<file path="config.mk">
export PLATFORM = sky130hd
export DESIGN_NAME = mem_access_sequencer
export DESIGN_NICKNAME = d
export VERILOG_FILES = /design/src/rtl/mem_access_pkg.sv /design/src/rtl/mem_data_latch.sv /design/src/rtl/mem_access_sequencer.sv
export SDC_FILE = /design/constraint.sdc
export NUM_CORES = 1
export LEC_CHECK = 0
export ABC_AREA = 0
export BUFFER_PORTS_ARGS = -buffer_cell sky130_fd_sc_hd__buf_2
export CAP_MARGIN = 25
export CELL_PAD_IN_SITES_DETAIL_PLACEMENT = 2
export CELL_PAD_IN_SITES_GLOBAL_PLACEMENT = 2
export CORE_MARGIN = 5
export CORE_UTILIZATION = 25
export DETAILED_ROUTE_END_ITERATION = 6
export GPL_TIMING_DRIVEN = 0
export PLACE_DENSITY_LB_ADDON = 0.12
export REMOVE_ABC_BUFFERS = 1
export SETUP_SLACK_MARGIN = 0.4
export SLEW_MARGIN = 5
export SYNTH_ARGS = -nofsm -noshare
export SYNTH_HDL_FRONTEND = slang
export SYNTH_SLANG_ARGS = --single-unit
</file>
<file path="constraint.sdc">
create_clock -name clk -period 1.04 [get_ports clk]
set_input_delay 0.156 -clock clk [delete_from_list [all_inputs] [get_ports clk]]
set_output_delay 0.156 -clock clk [all_outputs]
set_load 0.01 [all_outputs]
</file>
<file path="src/rtl/mem_access_pkg.sv">
// Shared constants and state type for the memory access sequencer.
// Holds the state encoding and the default bus widths.
package mem_access_pkg;

    localparam logic [1:0] ST_IDLE = 2'd0;
    localparam logic [1:0] ST_BUS  = 2'd1;
    localparam logic [1:0] ST_RESP = 2'd2;

    localparam int DEF_BITS_DATA = 32;
    localparam int DEF_BITS_ADDR = 16;

    typedef enum logic [1:0] {
        IDLE = ST_IDLE,
        BUS  = ST_BUS,
        RESP = ST_RESP
    } state_t;

endpackage

</file>
<file path="src/rtl/mem_data_latch.sv">
// Response data register with load enable and synchronous clear.
// Holds the word returned on rsp_rdata.
module mem_data_latch
    import mem_access_pkg::*;
#(
    parameter int BITS_DATA = DEF_BITS_DATA
) (
    input  logic                 clk,
    input  logic                 clr,
    input  logic                 load,
    input  logic [BITS_DATA-1:0] d,
    output logic [BITS_DATA-1:0] q
);

    // Clear wins over load so reset always leaves the register at zero.
    always_ff @(posedge clk) begin
        if (clr) begin
            q <= '0;
        end else if (load) begin
            q <= d;
        end
    end

endmodule

</file>
<file path="src/rtl/mem_access_sequencer.sv">
// Load/store sequencer between a CPU request channel and an enable/ack bus.
// Optional bus timeout is compiled in with `define MEM_TIMEOUT_EN.
module mem_access_sequencer
    import mem_access_pkg::*;
#(
    parameter int BITS_DATA      = DEF_BITS_DATA,
    parameter int BITS_ADDR      = DEF_BITS_ADDR,
    parameter int TIMEOUT_CYCLES = 15
) (
    input  logic                 clk,
    input  logic                 reset,
    input  logic                 req_valid,
    output logic                 req_ready,
    input  logic                 req_we,
    input  logic [BITS_ADDR-1:0] req_addr,
    input  logic [BITS_DATA-1:0] req_wdata,
    output logic                 mem_en,
    output logic                 mem_we,
    output logic [BITS_ADDR-1:0] mem_addr,
    output logic [BITS_DATA-1:0] mem_wdata,
    input  logic [BITS_DATA-1:0] mem_rdata,
    input  logic                 mem_ack,
    output logic                 rsp_valid,
    input  logic                 rsp_ready,
    output logic [BITS_DATA-1:0] rsp_rdata,
    output logic                 rsp_err
);

    // The wait counter is 8 bits wide, so the limit must fit in it.
    if (TIMEOUT_CYCLES < 1 || TIMEOUT_CYCLES > 255) begin : g_bad_timeout
        $error("TIMEOUT_CYCLES must be in 1..255");
    end

    state_t               state;
    state_t               state_nx;
    logic                 accept;
    logic                 ack_hit;
    logic                 tmo_hit;
    logic                 lat_we;
    logic [BITS_ADDR-1:0] lat_addr;
    logic [BITS_DATA-1:0] lat_wdata;
    logic [BITS_DATA-1:0] load_val;

    assign ack_hit  = (state == BUS) && mem_ack;
    // Stores complete with a zero data word; so do timed-out accesses.
    assign load_val = (ack_hit && !lat_we) ? mem_rdata : '0;

`ifdef MEM_TIMEOUT_EN
    logic [7:0] wait_cnt;
    logic       err_q;

    // An ack in the final allowed cycle takes priority over the timeout.
    assign tmo_hit = (state == BUS) && !mem_ack
                  && (wait_cnt == 8'(TIMEOUT_CYCLES - 1));
    assign rsp_err = err_q;

    // Count BUS cycles that ended without an ack.
    always_ff @(posedge clk) begin
        if (reset || accept) begin
            wait_cnt <= '0;
        end else if ((state == BUS) && !mem_ack) begin
            wait_cnt <= wait_cnt + 8'd1;
        end
    end

    // Error flag is raised by a timeout and dropped on leaving RESP.
    always_ff @(posedge clk) begin
        if (reset) begin
            err_q <= 1'b0;
        end else if (tmo_hit) begin
            err_q <= 1'b1;
        end else if ((state == RESP) && rsp_ready) begin
            err_q <= 1'b0;
        end
    end
`else
    assign tmo_hit = 1'b0;
    assign rsp_err = 1'b0;
`endif

    // State register.
    always_ff @(posedge clk) begin
        if (reset) begin
            state <= IDLE;
        end else begin
            state <= state_nx;
        end
    end

    // Next-state logic and handshake/bus strobes.
    always_comb begin
        state_nx  = state;
        req_ready = 1'b0;
        mem_en    = 1'b0;
        rsp_valid = 1'b0;
        accept    = 1'b0;
        unique case (state)
            IDLE: begin
                req_ready = 1'b1;
                accept    = req_valid;
                if (req_valid) state_nx = BUS;
            end
            BUS: begin
                mem_en = 1'b1;
                if (ack_hit || tmo_hit) state_nx = RESP;
            end
            RESP: begin
                rsp_valid = 1'b1;
                if (rsp_ready) state_nx = IDLE;
            end
            default: state_nx = IDLE;
        endcase
        mem_we = mem_en && lat_we;
    end

    // Request fields are captured once and held for the whole access.
    always_ff @(posedge clk) begin
        if (reset) begin
            lat_we    <= 1'b0;
            lat_addr  <= '0;
            lat_wdata <= '0;
        end else if (accept) begin
            lat_we    <= req_we;
            lat_addr  <= req_addr;
            lat_wdata <= req_wdata;
        end
    end

    assign mem_addr  = lat_addr;
    assign mem_wdata = lat_wdata;

    mem_data_latch #(
        .BITS_DATA (BITS_DATA)
    ) u_data (
        .clk  (clk),
        .clr  (reset),
        .load (ack_hit || tmo_hit),
        .d    (load_val),
        .q    (rsp_rdata)
    );

endmodule
</file>
==> metrics.csv <==
stage,metric,value,unit
drt,drtAntennaViolNets,0,
worst_hold_path,hold_path.class,in2reg,
power_and_ir_drop,p_leak,0.002933,uW
final_layout,layout-drive-gt1-share,0.5964,
grt,grt_usage,0.1412,
placed_design,dp_hpwl,8228,um
die,die_x,134.1,um
final_layout,area_delta_synth_final,71.62,%
final_layout,multi_input_comb_area,0.002032,mm2
clocking,htree_levels,3,
power_and_ir_drop,vdd_ir_drop_max,704.1,uV
worst_setup_path,arrival,1.59,ns
sta,setup_tns,-16.83,ns
yosys,synth_top_family_by_area,simple AND/OR/NAND/NOR gates,
grt,grt_pass1_vias,3751,
yosys,synthMuxAreaShare,0.2107,
die,die_h,134.1,um
yosys,synthSimpleGateAreaFrac,0.2981,
worst_setup_path,crit_path_max_fanout,9,
drt,firstDrtPassIters,4,
worst_setup_path,worstSetupPathType,reg2reg,
grt,antenna_found_initial,1,
yosys,async_reset_ff_frac,0,
clocking,clk_latency,0.33,ns
sta,rsz0062_at_grt,yes,
sta,setup_viol,86,
drt,drt_iter0_drc,135,
run_status,violations,setup timing,
clocking,cts_buffers,9,
placed_design,port_buffers,169,
sta,setup_ws,-0.3051,ns
yosys,ys_top_cells_by_area,"dfxtp_1, nand2b_1, mux2i_1",
clocking,clockBufferDepth,2,
yosys,synth_commonest_cells,"nand2b_1, dfxtp_1, mux2i_1, or3b_1, clkbuf_1",
final_layout,nFillCells,1573,
drt,drc,0,
yosys,syn_area,0.003849,mm2
yosys,synth_edf_count,0,
yosys,synth_ff_type,dfxtp_1,
drt,num_vias,3454,
yosys,ys_warn_count,0,
power_and_ir_drop,power,8471,uW
yosys,synth_top_area_cell,dfxtp_1,
die,rows,45,
die,ioPinCount,171,
final_layout,seq_area,0.001772,mm2
worst_setup_path,worstSetupEndpointType,register,
clocking,cts.clk_slew.worst_paths,0.06,ns
grt,grt_pass1_wl,19930,um
worst_setup_path,critPathRequiredTime,1.28,ns
sta,post-route-period-util,1.293,
drt,wl,13190,um
yosys,syn_avg_cell_area,10.43,um2
grt,grt_max_degree,107,
yosys,ys_seq_elements,83,
flow_run,cap_violations,0,
final_layout,final_cells,795,
clocking,cts.sinks,83,
worst_setup_path,startpoint_type,register,
sta,min_period,1.345,ns
power_and_ir_drop,power_density,1283,mW/mm2
clocking,tritoncts,done,
die,die_area,0.01798,mm2
yosys,synth.distinct_cells,16,
yosys,postSynthCellCount,369,
die,fp.coreArea,0.01515,mm2
clocking,clockRootBuffer,clkbuf_16,
sta,final_hold_viol_count,0,
yosys,synth_xor_area_frac,0,
sta,fmax,0.7434,GHz
drt,viasPerCell,4.345,
sta,slew_violations,0,
yosys,yosys.area.top_type_share,0.4317,
final_layout,antennaDiodeCount,0,
run_status,status,"complete, but fails checks",
sta,finClkSkew,0.008166,ns
grt,globalRoute.totalOverflow,0,
drt,wl_per_cell,16.59,um
placed_design,place_inst,703,
yosys,ys_seq_area_frac,0.4317,
yosys,yosysMostFrequentCell,nand2b_1,
die,initial_utilization,0.2541,
yosys,synth_compound_area_frac,0.005202,
placed_design,place.gp.congestion,0.6517,
final_layout,fin_nets,688,
yosys,synthAdderAreaFrac,0,
==> layout by cell type, fill, tap and decap left out, drive strengths merged, types with 2 or more instances in the layout <==
master / instances
nand2b: 130
o21ba: 2
nor3b: 3
or3b: 32
nor2b: 2
dfxtp: 83
mux2i: 81
clkinv: 2
clkbuf: 15
buf: 253
==> per-stage QoR <==
| step | utilization | worst slack, ns | cell area [um2] | hold WS (ns) |
|---|---|---|---|---|
| 6_report | 0.4361 | -0.3051 | 6605 | 0.07534 |
| 2_1_floorplan | - | -5.133 | 3643 | 0.3107 |
| 4_1_cts | 0.4138 | -0.2844 | 6267 | 0.05994 |
| 5_1_grt | 0.4361 | -0.3472 | 6605 | 0.06858 |
| 3_5_place_dp | 0.3211 | -0.8248 | 4863 | 0.4280 |
| 3_3_place_gp | 0.3119 | -7.575 | 4725 | 0.4174 |
==> where the power goes <==
part           internal [uW]  switching (uW)
Combinational           1190             698
Sequential              3410             151
Clock                   1750            1270
Total                   6350            2120
==> layout make-up <==
class	instances	area share
clock buffer	14	0.03997
clock inverter	2	0.001515
sequential	83	0.2682
multi-input combinational	254	0.3076
tap	188	0.03561
timing repair buffer	254	0.3470
==> worst max-delay path, cell delays in order, from the launching register on <==
cell and delay, ns:
dfxtp_4 0.37, nor3b_4 0.19, buf_6 0.15, buf_8 0.15, buf_12 0.15, mux2i_2 0.23
==> final timing paths <==
check	from	to	slack, ns	cells after the start
max reg2reg	state[1]	mem_wdata[0]	-0.31	5
max	state[1]	mem_wdata[0]	-0.31	5
min	req_wdata[25]	mem_wdata[25]	0.08	3
min reg2reg	u_data.q[18]	u_data.q[18]	0.48	2
==> sequential cells by signal, summed over array words and instances (netlist names) <==
register   count
lat_we         1
mem_addr      16
mem_wdata     32
state          2
u_data.q      32
==> cells by family after synthesis <==
family,count (synthesis)
compound gates,2
simple gates,170
flops,83
mux,81
other cells,1
buf+inv,32
==> layer usage <==
metal  part of all wire  vias up  global-route usage
met5             0.0015        -                   0
met4              0.012        2             0.04808
met3              0.051       12             0.03788
met2               0.54       86              0.2499
met1               0.39     1675              0.1651
li1                   -     1679                   -
==> timing repair <==
action	CTS	global route
gates resized for setup	200	9
cloned	5	1
setup buffers	33	37
hold buffers	0	0
pin swaps	12	3
endpoints found under the setup margin	167	167
No activity file was read; power rests on OpenSTA's default activity.
